`config.mk`:
```
export PLATFORM = sky130hd
export DESIGN_NAME = phase_seq
export DESIGN_NICKNAME = d
export VERILOG_FILES = /design/src/rtl/phase_seq.sv
export SDC_FILE = /design/constraint.sdc
export NUM_CORES = 1
export LEC_CHECK = 0
export ABC_CLOCK_PERIOD_IN_PS = 4680
export BUFFER_PORTS_ARGS = -buffer_cell sky130_fd_sc_hd__buf_2
export CAP_MARGIN = 20
export CORE_MARGIN = 2
export CORE_UTILIZATION = 50
export CTS_CLUSTER_SIZE = 28
export DETAILED_ROUTE_END_ITERATION = 12
export GPL_TIMING_DRIVEN = 0
export PLACE_DENSITY_LB_ADDON = 0.08
export RECOVER_POWER = 100
export SYNTH_ARGS = -nofsm -noshare
export SYNTH_HDL_FRONTEND = slang
export SYNTH_SLANG_ARGS = --single-unit
```
`constraint.sdc`:
```
create_clock -name clk -period 4.68 [get_ports clk]
set_input_delay 0.936 -clock clk [delete_from_list [all_inputs] [get_ports clk]]
set_output_delay 0.936 -clock clk [all_outputs]
set_load 0.02 [all_outputs]
```
`src/rtl/phase_seq.sv`:
```
// Upstream phase sequencer for the junction yellow/green controller.
// Every output is a flop so the downstream rising-edge detectors never see glitches.
//
// state     | meaning
// ----------+-----------------------------------------------
// ST_START  | single cycle after reset, all outputs low
// ST_J      | junction-road phase, J=1
// ST_P      | pedestrian / all-stop phase, P=1
// ST_C      | cross-road phase, C=1
// ST_NIGHT  | night flash, J=C=N=1, left only on a tick
// ST_ALLRED | all outputs low for T_AR, then back to ST_J
module phase_seq #(
    parameter int UCY   = 1000,
    parameter int L     = 10,
    parameter int S     = 3,
    parameter int GUARD = 1
) (
    input  logic clk,
    input  logic rst,
    input  logic ped_req,
    input  logic night_req,
    output logic J,
    output logic P,
    output logic C,
    output logic N,
    output logic ped_ack,
    output logic tick
);

    localparam int PW = (UCY > 1) ? $clog2(UCY) : 1;
    localparam int UW = $clog2(L + 2 * S + GUARD + 1);

    localparam logic [PW-1:0] PRE_MAX = PW'(UCY - 1);
    localparam logic [UW-1:0] TJ_M1   = UW'(L + S + GUARD - 1);
    localparam logic [UW-1:0] TPL_M1  = UW'(L - S - 1);
    localparam logic [UW-1:0] TPS_M1  = UW'(S - 1);
    localparam logic [UW-1:0] TC_M1   = UW'(L + 2 * S + GUARD - 1);
    localparam logic [UW-1:0] TAR_M1  = UW'(S - 1);

    typedef enum logic [2:0] {
        ST_START  = 3'd0,
        ST_J      = 3'd1,
        ST_P      = 3'd2,
        ST_C      = 3'd3,
        ST_NIGHT  = 3'd4,
        ST_ALLRED = 3'd5
    } state_e;

    state_e          state_q, state_d;
    logic [PW-1:0]   pre_q, pre_d;
    logic [UW-1:0]   unit_q, unit_d;
    logic            ped_pend_q, ped_pend_d;
    logic            tp_long_q, tp_long_d;
    logic            j_q, j_d;
    logic            p_q, p_d;
    logic            c_q, c_d;
    logic            n_q, n_d;
    logic            ack_q, ack_d;
    logic            tick_q, tick_d;

    logic            tick_w;
    logic [UW-1:0]   len_m1;
    logic            phase_end;
    logic            state_chg;
    logic            p_entry;
    logic            night_entry;
    logic            ped_accept;

    assign tick_w = (pre_q == PRE_MAX);

    always_comb begin
        len_m1 = TJ_M1;
        case (state_q)
            ST_J:      len_m1 = TJ_M1;
            ST_P:      len_m1 = tp_long_q ? TPL_M1 : TPS_M1;
            ST_C:      len_m1 = TC_M1;
            ST_ALLRED: len_m1 = TAR_M1;
            default:   len_m1 = TJ_M1;
        endcase
    end

    assign phase_end = tick_w && (unit_q == len_m1);

    // State register: every flop of the block, synchronous active-low reset.
    always_ff @(posedge clk) begin
        if (!rst) begin
            state_q    <= ST_START;
            pre_q      <= '0;
            unit_q     <= '0;
            ped_pend_q <= 1'b0;
            tp_long_q  <= 1'b0;
            j_q        <= 1'b0;
            p_q        <= 1'b0;
            c_q        <= 1'b0;
            n_q        <= 1'b0;
            ack_q      <= 1'b0;
            tick_q     <= 1'b0;
        end else begin
            state_q    <= state_d;
            pre_q      <= pre_d;
            unit_q     <= unit_d;
            ped_pend_q <= ped_pend_d;
            tp_long_q  <= tp_long_d;
            j_q        <= j_d;
            p_q        <= p_d;
            c_q        <= c_d;
            n_q        <= n_d;
            ack_q      <= ack_d;
            tick_q     <= tick_d;
        end
    end

    // Night request outranks the normal successor at every phase end.
    always_comb begin
        state_d = state_q;
        case (state_q)
            ST_START: state_d = ST_J;
            ST_J: begin
                if (phase_end) state_d = night_req ? ST_NIGHT : ST_P;
            end
            ST_P: begin
                if (phase_end) state_d = night_req ? ST_NIGHT : ST_C;
            end
            ST_C: begin
                if (phase_end) state_d = night_req ? ST_NIGHT : ST_J;
            end
            ST_NIGHT: begin
                if (tick_w && !night_req) state_d = ST_ALLRED;
            end
            ST_ALLRED: begin
                if (phase_end) state_d = night_req ? ST_NIGHT : ST_J;
            end
            default: state_d = ST_START;
        endcase
    end

    always_comb begin
        state_chg   = (state_d != state_q);
        p_entry     = (state_d == ST_P) && (state_q != ST_P);
        night_entry = (state_d == ST_NIGHT) && (state_q != ST_NIGHT);
        ped_accept  = ped_req && (state_q != ST_NIGHT) && (state_q != ST_ALLRED);

        pre_d = pre_q;
        if (state_chg) begin
            pre_d = '0;
        end else if (tick_w) begin
            pre_d = '0;
        end else begin
            pre_d = pre_q + PW'(1);
        end

        // Night waits on the tick alone, so the unit count is parked there.
        unit_d = unit_q;
        if (state_chg) begin
            unit_d = '0;
        end else if (tick_w && (state_q != ST_NIGHT)) begin
            unit_d = unit_q + UW'(1);
        end

        tick_d = (pre_d == PRE_MAX);

        tp_long_d = p_entry ? ped_pend_q : tp_long_q;

        ped_pend_d = ped_pend_q;
        if (p_entry) ped_pend_d = 1'b0;
        if (ped_accept) ped_pend_d = 1'b1;
        if (night_entry) ped_pend_d = 1'b0;
    end

    always_comb begin
        j_d   = 1'b0;
        p_d   = 1'b0;
        c_d   = 1'b0;
        n_d   = 1'b0;
        ack_d = p_entry && ped_pend_q;
        case (state_d)
            ST_J:     j_d = 1'b1;
            ST_P:     p_d = 1'b1;
            ST_C:     c_d = 1'b1;
            ST_NIGHT: begin
                j_d = 1'b1;
                c_d = 1'b1;
                n_d = 1'b1;
            end
            default: begin
                j_d = 1'b0;
                p_d = 1'b0;
                c_d = 1'b0;
                n_d = 1'b0;
            end
        endcase
    end

    assign J       = j_q;
    assign P       = p_q;
    assign C       = c_q;
    assign N       = n_q;
    assign ped_ack = ack_q;
    assign tick    = tick_q;

    a_p_exclusive: assert property (@(posedge clk) disable iff (!rst)
        !(P && (J || C)));
    a_n_is_night: assert property (@(posedge clk) disable iff (!rst)
        N == (state_q == ST_NIGHT));
    a_one_phase: assert property (@(posedge clk) disable iff (!rst)
        ((state_q == ST_J) || (state_q == ST_P) || (state_q == ST_C)) |-> $onehot({J, P, C}));
    a_ack_in_p: assert property (@(posedge clk) disable iff (!rst)
        ped_ack |-> P);

endmodule
```
Word-level counts from Yosys, hierarchy flattened
Index checks and enable logic that the tools add are counted.
Widths: inputs -> output; s select.
{ "word_totals": {"ff_bits": 26, "latchBits": 0, "ram_bits": 0, "rom_bits": 0, "elab_cells": 64, "mem_count": 0} }
{ "classes": {"n_addsub": 2, "n_mul": 0, "div_mod_pow": 0, "order_cmp": 0, "eq_ne": 16, "shift": 0, "muxes": 18, "bitwise_logic": 1, "reduce_logical": 16} }
{ "ops": {"columns": ["cell", "n"], "rows": [
  ["$mux 3", 8],
  ["$eq 10x10->1 const B", 2],
  ["$mux 10", 2],
  ["$pmux 3 s5", 1],
  ["$pmux 5 s3", 1],
  ["$eq 3x2->1 const B", 4],
  ["$add 10x1->10 const B", 1],
  ["$reduce_or 2->1", 5],
  ["$eq 3x3->1 const B", 3],
  ["$logic_and 1x1->1", 8],
  ["$eq 3x1->1 const B", 2],
  ["$mux 1", 6],
  ["$ne 3x3->1 const B", 2],
  ["$add 5x1->5 const B", 1],
  ["$eq 5x5->1", 1],
  ["$logic_not 3->1", 1],
  ["$ne 3x2->1 const B", 1],
  ["$ne 3x3->1", 1],
  ["$reduce_bool 2->1", 1],
  ["$logic_not 1->1", 1],
  ["$not 1->1", 1]
]} }

Logic depth before layout (Yosys ltp)
Gate-level depths: netlist of the first run.
{ "logic_depth": {"word_depth": 10, "ltp_mapped": 7, "ltp_nobuf": 7} }

Worst setup path after synthesis of the first run
OpenSTA, ideal clock, no wires.
{ "synth_timing": {"path_kind": "register to register", "startpoint": "register pre_q[0]", "endpoint": "register p_q, in the netlist P", "t_arrival_ns": 2.162, "t_required_ns": 4.622, "slack_ns": 2.460, "stages_incl_launch_ff": 8, "period_less_slack_ns": 2.220, "path_cell_list": "dfxtp_1 -> ha_1 -> nand4_1 -> or4_4 -> a211o_1 -> or4_1 -> nand3_1 -> o211a_1"} }
{ "synth_between": {"elab_chain_cells": 6} }
{ "synth_lines": {"columns": ["item", "line", "source"], "rows": [
  ["from (decl)", "50", "logic [PW-1:0] pre_q, pre_d;"],
  ["from (signal assigned)", "100", "pre_q <= pre_d;"],
  ["$eq 10x10->1 (*)", "69", "assign tick_w = (pre_q == PRE_MAX);"],
  ["$logic_and 1x1->1 (on tied branches)", "82, 128", null],
  ["$mux 3 (on tied branches)", null, null],
  ["$pmux 3 s5 (*)", "116", "case (state_q)"],
  ["$eq 3x2->1 (*)", "176", "case (state_d)"],
  ["$mux 1 (*)", "176", null],
  ["to (signal assigned)", "105", "p_q <= p_d;"],
  ["to (decl)", "55", "logic p_q, p_d;"]
]} }
Every way passes the cells marked *; elsewhere a longest branch is shown, timed or not.
A chain may end at the register's enable or synchronous reset.

Final worst setup path of the first run
{ "layout_timing": {"startpoint": "register state_q[2]", "endpoint": "register pre_q[8]"} }
{ "layout_between": {"elab_chain_cells": 8} }
{ "layout_lines": {"columns": ["item", "line", "source"], "rows": [
  ["from (decl)", "49", "state_e state_q, state_d;"],
  ["from (signal assigned)", "99", "state_q <= state_d;"],
  ["$eq 3x3->1 or $eq 3x2->1 (tied branches)", "73, 116", null],
  ["$pmux 5 s3", "73", "case (state_q)"],
  ["$eq 5x5->1", "82", "assign phase_end = tick_w && (unit_q == len_m1);"],
  ["$logic_and 1x1->1", "82", null],
  ["$mux 3 (on tied branches)", null, null],
  ["$pmux 3 s5", "116", null],
  ["$ne 3x3->1 (*)", "138", "state_chg = (state_d != state_q);"],
  ["$mux 10 (*)", "144", "if (state_chg) begin"]
]} }
Marked as above.

==> results of run 1 <==
==> layer usage <==
metal  track usage  vias to the layer above  wire [um]
li1              -                      666          -
met1         0.297                      582       1590
met4        0.0565                        0         23
met2         0.315                       32       1320
met3        0.0491                        2        156
met5             0                        -          0
==> flip-flops by register name, indices dropped and copies added (netlist names) <==
register and cells:
state_q 3, C 1, ped_ack 1, unit_q 5
tp_long_q 1, J 1, pre_q 10, tick 1
ped_pend_q 1, P 1, N 1
==> layout by cell type (no fill, tap or decap), types with 2 or more instances in the layout <==
cell      count
o21ai_0       6
o21a_1        4
and3_1        2
xnor2_1       5
inv_1         5
nand4_1       8
dfxtp_1      26
a31oi_1       3
nand2b_1      2
ha_1          2
xor2_1        7
o31ai_1       2
nor3b_1       2
mux2i_1       2
clkbuf_1     11
nand2_1       9
o22ai_1       2
or4_1         2
clkbuf_4      3
or2_2         2
nor4_1        4
nor3_1        9
nor2b_1       4
a21oi_1       8
nand3_1       5
nor2_1       20
nor4b_1       3
buf_2         3
==> worst register-to-register path, cell delays in order (launching register included) <==
cell       delay [ns]
dfxtp_1          0.38
clkbuf_1         0.24
a2111oi_0        0.71
or2_2            0.24
nand4_1          0.24
a31oi_1          0.83
o21ba_2          0.26
==> final cells by class <==
type | count | area share
Tap cell | 31 | 0.0250
Multi-Input combinational cell | 135 | 0.557
Inverter | 5 | 0.0121
Sequential cell | 26 | 0.335
Buffer | 6 | 0.0153
Clock buffer | 3 | 0.0145
Clock inverter | 1 | 0.0194
Timing Repair Buffer | 8 | 0.0210
==> metrics by stage <==
stage,utilization,hold slack (ns),instance area [sq um],total power [mW]
floorplan,-,0.428,1460,0.245
global placement,0.559,0.454,1540,0.252
detailed placement,0.559,0.449,1540,0.252
CTS,0.578,0.473,1590,0.407
global route,0.563,0.492,1550,0.416
finish,0.563,0.478,1550,0.399
==> worst paths after layout <==
kind,from,to,cells past startpoint
min,ped_pend_q,ped_ack,2
min reg2reg,ped_pend_q,ped_ack,2
max,state_q[2],pre_q[8],6
max reg2reg,state_q[2],pre_q[8],6
==> power breakdown <==
| group | total, mW | internal (mW) | switching (mW) | leakage [nW] |
|---|---|---|---|---|
| combinational | 0.0203 | 0.00636 | 0.0139 | 0.310 |
| clock | 0.153 | 0.0866 | 0.0660 | 0.0279 |
| sequential | 0.226 | 0.224 | 0.00234 | 0.211 |
==> cell families after synthesis <==
family,count (synthesis),share of synthesized area
xor gates and xnor gates,12,0.0719
DFF,26,0.356
and+or+nand+nor,81,0.324
muxes,2,0.0137
AOI/OAI and AO/OA,38,0.188
buffers and inverters,11,0.0291
adders and majority gates,2,0.0171
==> flow_metrics.env, run 1 <==
export IMPL_status="finished, final reports clean"
export IMPL_syn_nets=178
export IMPL_rows=19
export IMPL_clock_skew_ns=0.00213
export IMPL_crit_family="compound AO/OA/AOI/OAI gates"
export IMPL_synthCells=172
export IMPL_grt_max_degree=16
export IMPL_synth_most_common_cell="dfxtp_1"
export IMPL_ys_ff_latch=26
export IMPL_cts_resized_gates=0
export IMPL_multi_input_area_sq_um=865
export IMPL_viasPerCell=5.96
export IMPL_final_cells=215
export IMPL_synth_cell_types=52
export IMPL_dpl_cell_count=211
export IMPL_async_flop_share=0
export IMPL_htreeDepth=1
export IMPL_holdBufCountCts=0
export IMPL_max_cap_violations=0
export IMPL_clk_path_buf_depth=2
export IMPL_grt_use_total=0.208
export IMPL_synthFlopType="dfxtp_1"
export IMPL_synth_top_cell_by_area="dfxtp_1"
export IMPL_nets=191
export IMPL_arrival_ns=3.21
export IMPL_routabilityCongestion=0.876
export IMPL_syn_to_final_growth_pct=6.16
export IMPL_cts_sinks=26
export IMPL_layout_min_cycle_time_ns=2.98
export IMPL_fin_crit_sh=0.636
export IMPL_routed_via_count=1282
export IMPL_dieArea_sq_mm=0.00337
export IMPL_grt_pass1_vias=1157
export IMPL_grt_pass1_wl_um=5400
export IMPL_critPathLaunchType="flop"
export IMPL_fillers=275
export IMPL_relSlewSlack=0.383
export IMPL_final_setup_viol_count=0
export IMPL_core_sq_mm=0.00276
export IMPL_p_leak_nw=0.549
export IMPL_cts_root_buf="clkbuf_4"
export IMPL_rsz0062_at_grt="no"
export IMPL_clkLatencyLatePin_ns=0.32
export IMPL_drt_iter0_drc=38
export IMPL_yosys_warnings=0
export IMPL_worstMarginPinSlew_ns=0.921
export IMPL_num_io_pins=10
export IMPL_worstSetupPathType="reg2reg"
export IMPL_cts_buffers=3
export IMPL_ant_nets=0
export IMPL_r2r_setup_slack_ns=1.70
export IMPL_cts_setup_buffers=0
export IMPL_synth_edf_count=0
export IMPL_cp_required_ns=4.91
export IMPL_seq_area_frac_synth=0.356
export IMPL_crit_fanout=10
export IMPL_antenna_found_initial=0
export IMPL_grt_remaining_overflow=0
export IMPL_die_width_um=58.1
export IMPL_cts_tree="yes"
export IMPL_die_y_um=58.1
export IMPL_synth_commonest_cells="dfxtp_1 (26), nor2_1 (20), nand2_1 (9), nor3_1 (9), a21oi_1 (8)"
export IMPL_vdd_drop_max_uv=261
export IMPL_drt_total_wl_um=3090
export IMPL_worst_setup_path_end_kind="flop"
export IMPL_worstHoldPathType="reg2reg"
export IMPL_fmax_ghz=0.336
export IMPL_max_stage_delay_ns=0.83
export IMPL_final_hold_violation_count=0
export IMPL_setup_ws_ns=1.70
export IMPL_start_util=0.530
export IMPL_avgSynthCellArea_sq_um=8.50
export IMPL_synth_area_leaders="dfxtp_1 (36%), nor2_1 (5.1%), xor2_1 (4.2%)"
export IMPL_dpl_worst_slack_ns=2.23
export IMPL_p_per_area_mw_per_mm2=257
export IMPL_post_drt_wl_per_cell_um=14.4
export IMPL_synth_top_area_frac=0.356
export IMPL_setup_tns_ns=0
export IMPL_num_antenna_cells=0
export IMPL_syn_area_sq_mm=0.00146
export IMPL_numPortBuffers=8
export IMPL_drv_slew=0
export IMPL_place_hpwl_um=2330
export IMPL_path_cells="clkbuf_1, a2111oi_0, or2_2, nand4_1, a31oi_1, o21ba_2"
export IMPL_crit_buf_inv=1
export IMPL_path_clk_slew_ns=0.14
export IMPL_slowest_stage="a31oi_1"
export IMPL_drive_gt1_frac=0.0761
export IMPL_ff_latch_area_sq_um=520
export IMPL_drt_pass1_iterations=4
export IMPL_route_detailed_drc=0
Power figures use the tool's default switching activity.
==> inputs of run 2 (changes only) <==
--- a/config.mk
+++ b/config.mk
@@ -5,7 +5,8 @@
 export SDC_FILE = /design/constraint.sdc
 export NUM_CORES = 1
 export LEC_CHECK = 0
-export ABC_CLOCK_PERIOD_IN_PS = 4680
+export ABC_AREA = 1
+export ABC_CLOCK_PERIOD_IN_PS = 3000
 export BUFFER_PORTS_ARGS = -buffer_cell sky130_fd_sc_hd__buf_2
 export CAP_MARGIN = 20
 export CORE_MARGIN = 2
==> constraint.sdc (replaced) <==
create_clock -name clk -period 3 [get_ports clk]
set_input_delay 0.6 -clock clk [delete_from_list [all_inputs] [get_ports clk]]
set_output_delay 0.6 -clock clk [all_outputs]
set_load 0.02 [all_outputs]
==> flow_metrics.env, run 2 <==
export IMPL_synth_cell_types=33
export IMPL_synth_most_common_cell="nand2_1"
export IMPL_vdd_drop_max_uv=163
export IMPL_largest_reg_flops=10
export IMPL_clock_skew_ns=0.00323
export IMPL_setup_tns_ns=0
export IMPL_crit_fanout=10
export IMPL_dieArea_sq_mm=0.00358
export IMPL_seq_area_frac_synth=0.334
export IMPL_cts_buffers=3
export IMPL_routed_via_count=1287
export IMPL_ys_ff_latch=26
export IMPL_reg2reg_to="ped_pend_q"
export IMPL_cp_required_ns=3.23
export IMPL_grt_use_total=0.177
export IMPL_ant_nets=0
export IMPL_cts_sinks=26
export IMPL_top_register="pre_q"
export IMPL_htreeDepth=1
export IMPL_path_cells="ha_1, nand2_1, inv_1, nand3_4, nor2_1, nand2_4, nor2_8, nand2_4, a21oi_1, nand3_1, or2_1, o21ai_1, nor2_1"
export IMPL_die_y_um=59.8
export IMPL_num_antenna_cells=0
export IMPL_rows=20
export IMPL_async_flop_share=0
export IMPL_die_width_um=59.8
export IMPL_worst_setup_path_end_kind="flop"
export IMPL_fillers=316
export IMPL_clkLatencyLatePin_ns=0.32
export IMPL_place_hpwl_um=2220
export IMPL_synth_top_area_frac=0.334
export IMPL_slowest_stage="dfxtp_1"
export IMPL_grt_max_degree=16
export IMPL_yosys_warnings=0
export IMPL_hold_depth=2
export IMPL_grt_pass1_wl_um=4860
export IMPL_viasPerCell=5.11
export IMPL_syn_to_final_growth_pct=3.38
export IMPL_p_per_area_mw_per_mm2=393
export IMPL_status="finished, final reports clean"
export IMPL_worstSetupPathType="reg2reg"
export IMPL_final_hold_violation_count=0
export IMPL_route_detailed_drc=0
export IMPL_clk_path_buf_depth=2
export IMPL_nets=226
export IMPL_grt_pass1_vias=1187
export IMPL_holdBufCountCts=0
export IMPL_syn_area_sq_mm=0.00156
export IMPL_min_to="tp_long_q"
export IMPL_crit_buf_inv=1
export IMPL_synth_area_leaders="dfxtp_1 (33%), nand2_1 (9.6%), nor2_4 (9.4%)"
export IMPL_num_io_pins=10
export IMPL_synthCells=206
export IMPL_final_cell_mix="nand2_1 (40), nor2_1 (29), inv_1 (27)"
export IMPL_cts_resized_gates=0
export IMPL_crit_family="simple AND/OR/NAND/NOR gates"
export IMPL_routabilityCongestion=0.885
export IMPL_worstHoldPathType="reg2reg"
export IMPL_reg_top3="pre_q: 10 flops, unit_q: 5 flops, state_q: 3 flops"
export IMPL_max_cap_violations=0
export IMPL_ff_latch_area_sq_um=520
export IMPL_avgSynthCellArea_sq_um=7.56
export IMPL_start_util=0.518
export IMPL_relSlewSlack=0.703
export IMPL_numPortBuffers=9
export IMPL_cts_tree="yes"
export IMPL_r2r_setup_slack_ns=0.50
export IMPL_rsz0062_at_grt="no"
export IMPL_synth_edf_count=0
export IMPL_arrival_ns=2.74
export IMPL_r2r_cells=13
export IMPL_critPathLaunchType="flop"
export IMPL_drt_iter0_drc=67
export IMPL_cts_root_buf="clkbuf_4"
export IMPL_synth_top_cell_by_area="dfxtp_1"
export IMPL_antenna_found_initial=0
export IMPL_hp_start="tp_long_q"
export IMPL_synthFlopType="dfxtp_1"
export IMPL_place_area_sq_mm=0.00164
export IMPL_cts_setup_buffers=0
export IMPL_final_common_cell="nand2_1"
export IMPL_final_cell_area_sq_mm=0.00161
export IMPL_post_drt_wl_per_cell_um=11.1
export IMPL_core_sq_mm=0.00300
export IMPL_layout_min_cycle_time_ns=2.50
export IMPL_fmax_ghz=0.399
export IMPL_multi_input_area_sq_um=801
export IMPL_synth_commonest_cells="nand2_1 (40), inv_1 (27), dfxtp_1 (26), nand3_1 (19), nor2_1 (19)"
export IMPL_r2r_start="pre_q[0]"
export IMPL_max_stage_delay_ns=0.42
export IMPL_path_clk_slew_ns=0.14
export IMPL_syn_nets=212
export IMPL_fin_crit_sh=0.834
export IMPL_drv_slew=0
export IMPL_drt_total_wl_um=2800
export IMPL_final_setup_viol_count=0
export IMPL_worstMarginPinSlew_ns=0.443
export IMPL_drt_pass1_iterations=4
export IMPL_drive_gt1_frac=0.160
export IMPL_grt_remaining_overflow=0
export IMPL_p_leak_nw=0.718
run 2: cell types whose count changed after synthesis, sizes merged, moves of 5 or more:
cell	previous run	this run
clkbuf	5	0
inv	5	32
nand2	9	45
nand3	6	24
nor2	20	34
run 2: how the worst max path moves through the flow:
stage               cells past startpoint         end  slack (ns)     start
floorplan                              17    pre_q[2]        0.96  pre_q[0]
global placement                       17    pre_q[2]        0.70  pre_q[0]
detailed placement                     17    pre_q[2]        0.63  pre_q[0]
CTS                                    17    pre_q[2]        0.61  pre_q[0]
global route                           13  ped_pend_q        0.20  pre_q[0]
finish                                 13  ped_pend_q        0.50  pre_q[0]
run 2: routing by layer:
layer | vias to the layer above | track usage | part of all wire
met5 | - | 0 | 0
met4 | 0 | 0.0667 | 0.011
met3 | 4 | 0.0260 | 0.020
met2 | 11 | 0.298 | 0.49
met1 | 589 | 0.227 | 0.48
li1 | 683 | - | -
run 2: layout make-up:
cell class,count,area share
plain buffers,2,0.0194
clock buffers,3,0.0140
clock inverters,1,0.0187
inverters,33,0.0778
multi-input cells,145,0.498
flip-flops and latches,26,0.323
well taps,33,0.0257
repair buffers,9,0.0233
run 2: kinds of logic (layout without fill, tap and decap cells):
kind of cell | after synthesis | count (layout) | share of synthesized area
AO/OA/AOI/OAI | 16 | 16 | 0.0635
XOR/XNOR | 5 | 5 | 0.0281
adder cells (fa/ha/maj) | 2 | 2 | 0.0161
buffers and inverters | 35 | 48 | 0.100
flip-flops | 26 | 26 | 0.334
AND/OR/NAND/NOR | 122 | 122 | 0.457
run 2: tightest hold or removal path: stages (launching register included):
cell	delay (ns)
dfxtp_1	0.35
nand2_1	0.07
a21oi_1	0.05
run 2: stage by stage:
| step | hold WS [ns] | cells | setup slack [ns] | util | total power, mW |
|---|---|---|---|---|---|
| finish | 0.492 | 252 | 0.497 | 0.536 | 0.632 |
| global route | 0.519 | 252 | 0.196 | 0.536 | 0.659 |
| CTS | 0.499 | 252 | 0.609 | 0.565 | 0.647 |
| detailed placement | 0.480 | 248 | 0.633 | 0.547 | 0.410 |
| global placement | 0.472 | 248 | 0.704 | 0.547 | 0.409 |
| floorplan | 0.440 | 206 | 0.961 | - | 0.398 |
run 2: power by group:
group	total (mW)	switching (mW)	internal, mW
Combinational	0.0406	0.0264	0.0142
Clock	0.237	0.102	0.135
Sequential	0.354	0.00444	0.350
Total	0.632	0.133	0.499
==> inputs of run 3 (changes only) <==
--- a/config.mk
+++ b/config.mk
@@ -5,8 +5,8 @@
 export SDC_FILE = /design/constraint.sdc
 export NUM_CORES = 1
 export LEC_CHECK = 0
-export ABC_AREA = 1
-export ABC_CLOCK_PERIOD_IN_PS = 3000
+export ABC_AREA = 0
+export ABC_CLOCK_PERIOD_IN_PS = 2450
 export BUFFER_PORTS_ARGS = -buffer_cell sky130_fd_sc_hd__buf_2
 export CAP_MARGIN = 20
 export CORE_MARGIN = 2
==> constraint.sdc (replaced) <==
create_clock -name clk -period 2.45 [get_ports clk]
set_input_delay 0.49 -clock clk [delete_from_list [all_inputs] [get_ports clk]]
set_output_delay 0.49 -clock clk [all_outputs]
set_load 0.02 [all_outputs]
==> flow_metrics.env, run 3 (same netlist as run 1, synthesis figures left out) <==
export IMPL_num_antenna_cells=0
export IMPL_p_seq_frac=0.565
export IMPL_holdWs_ns=0.453
export IMPL_setup_tns_ns=0
export IMPL_ant_nets=0
export IMPL_syn_to_final_growth_pct=11.1
export IMPL_worstHoldPathType="in2reg"
export IMPL_fmax_ghz=0.437
export IMPL_p_per_area_mw_per_mm2=472
export IMPL_final_common_cell="dfxtp_1"
export IMPL_grt_use_total=0.209
export IMPL_worstSetupPathType="reg2reg"
export IMPL_dpl_cell_count=211
export IMPL_crit_buf_inv=0
export IMPL_grt_max_degree=16
export IMPL_r2r_setup_slack_ns=0.16
export IMPL_clock_skew_ns=0.00412
export IMPL_grt_pass1_wl_um=5440
export IMPL_grt_pass1_vias=1164
export IMPL_p_int_uw=608
export IMPL_drv_slew=0
export IMPL_cts_sinks=26
export IMPL_num_io_pins=10
export IMPL_multi_input_area_sq_um=930
export IMPL_place_hpwl_um=2330
export IMPL_path_clk_slew_ns=0.14
export IMPL_clk_path_buf_depth=2
export IMPL_worstMarginPinSlew_ns=0.525
export IMPL_nets=192
export IMPL_layout_min_cycle_time_ns=2.29
export IMPL_cts_tree="yes"
export IMPL_rows=19
export IMPL_drt_iter0_drc=34
export IMPL_clkLatencyLatePin_ns=0.32
export IMPL_routabilityCongestion=0.876
export IMPL_antenna_found_initial=0
export IMPL_crit_family="simple AND/OR/NAND/NOR gates"
export IMPL_arrival_ns=2.56
export IMPL_relSlewSlack=0.650
export IMPL_status="finished, final reports clean"
export IMPL_max_cap_violations=0
export IMPL_reg_top3="pre_q: 10 flops, unit_q: 5 flops, state_q: 3 flops"
export IMPL_drive_gt1_frac=0.135
export IMPL_grt_remaining_overflow=0
export IMPL_setup_ws_ns=0.161
export IMPL_rsz0062_at_grt="no"
export IMPL_numPortBuffers=8
export IMPL_cp_required_ns=2.72
export IMPL_worst_setup_path_end_kind="flop"
export IMPL_dpl_worst_slack_ns=0.00326
export IMPL_slowest_stage="or4_1"
export IMPL_cts_buffers=3
export IMPL_post_drt_wl_per_cell_um=14.2
export IMPL_drt_total_wl_um=3080
export IMPL_routed_via_count=1308
export IMPL_final_cells=216
export IMPL_htreeDepth=1
export IMPL_vdd_drop_max_uv=497
export IMPL_switching_share=0.206
export IMPL_ff_latch_area_sq_um=522
export IMPL_critPathLaunchType="flop"
export IMPL_core_sq_mm=0.00276
export IMPL_start_util=0.530
export IMPL_route_detailed_drc=0
export IMPL_p_sw_uw=158
export IMPL_max_stage_delay_ns=0.49
export IMPL_final_setup_viol_count=0
export IMPL_crit_fanout=5
export IMPL_final_cell_mix="dfxtp_1 (25), nor2_1 (19), clkbuf_1 (10)"
export IMPL_combPwrFrac=0.057
export IMPL_final_hold_violation_count=0
export IMPL_dieArea_sq_mm=0.00337
export IMPL_p_leak_nw=0.563
export IMPL_drt_pass1_iterations=4
export IMPL_cts_root_buf="clkbuf_4"
export IMPL_die_width_um=58.1
export IMPL_pwr_share_clk=0.378
export IMPL_final_core_util=0.589
export IMPL_die_y_um=58.1
export IMPL_viasPerCell=6.06
export IMPL_fillers=259
export IMPL_largest_reg_flops=10
export IMPL_fin_crit_sh=0.934
export IMPL_top_register="pre_q"
export IMPL_path_cells="ha_4, nand4_1, or4_4, a211o_1, or4_1, nand3_1, o211a_1"
## run 3: cell count changes in the layout (fill, tap and decap cells not counted), moves of 3 or more
cell,delta
nor2_1,-10
nand2_1,-31
nor2b_1,+4
inv_2,-5
xor2_1,+4
nand2_2,-3
nand3_1,-14
nor4_1,+4
clkbuf_1,+4
o21a_1,+4
nor2_4,-3
xnor2_1,+3
nor3_1,+4
inv_1,-22
## run 3: area by class of cell
cell class                      count  share of cell area
Inverter                            5              0.0116
Tap cell                           31              0.0239
Multi-Input combinational cell    135               0.572
Buffer                              6              0.0154
Clock inverter                      1              0.0185
Sequential cell                    26               0.321
Clock buffer                        3              0.0139
Timing Repair Buffer                9              0.0231
## run 3: stage by stage
step                      instance area [sq um]  power [mW]
after floorplan                            1460       0.469
after CTS                                  1600       0.777
final                                      1620       0.767
after detailed placement                   1540       0.482
after global routing                       1620       0.801
after global placement                     1540       0.481
## run 3: worst register-to-register path, cell delays in order, from the launching register on
cell     delay, ns
dfxtp_1       0.41
ha_4          0.17
nand4_1       0.12
or4_4         0.48
a211o_1       0.31
or4_1         0.49
nand3_1       0.11
o211a_1       0.16
## run 3: routing by layer
| layer | wire length [um] | vias up | track usage |
|---|---|---|---|
| met5 | 0 | - | 0 |
| met4 | 23 | 0 | 0.0565 |
| met3 | 190 | 2 | 0.0491 |
| met2 | 1320 | 30 | 0.317 |
| met1 | 1550 | 607 | 0.299 |
| li1 | - | 669 | - |
## run 3: path summary, 6_finish.rpt
check,depth (start not counted),end,from
max,7,P,pre_q[1]
min,3,ped_ack,rst
max reg2reg,7,P,pre_q[1]
min reg2reg,2,ped_ack,ped_pend_q
## run 3: repair_timing
action	4_1_cts	5_1_grt
resized for setup	2	8
pin swaps	0	1
hold buffers	0	0
setup buffers	0	1
setup endpoints to repair	6	22
gates cloned	0	0
## run 3: power by group through the flow
stage	Clock [mW]	Combinational [mW]	Sequential (mW)
finish	0.290	0.0435	0.433
floorplan	0	0.0275	0.441
global placement	0	0.0403	0.441
global route	0.318	0.0488	0.434
detailed placement	0	0.0407	0.441
CTS	0.304	0.0414	0.432
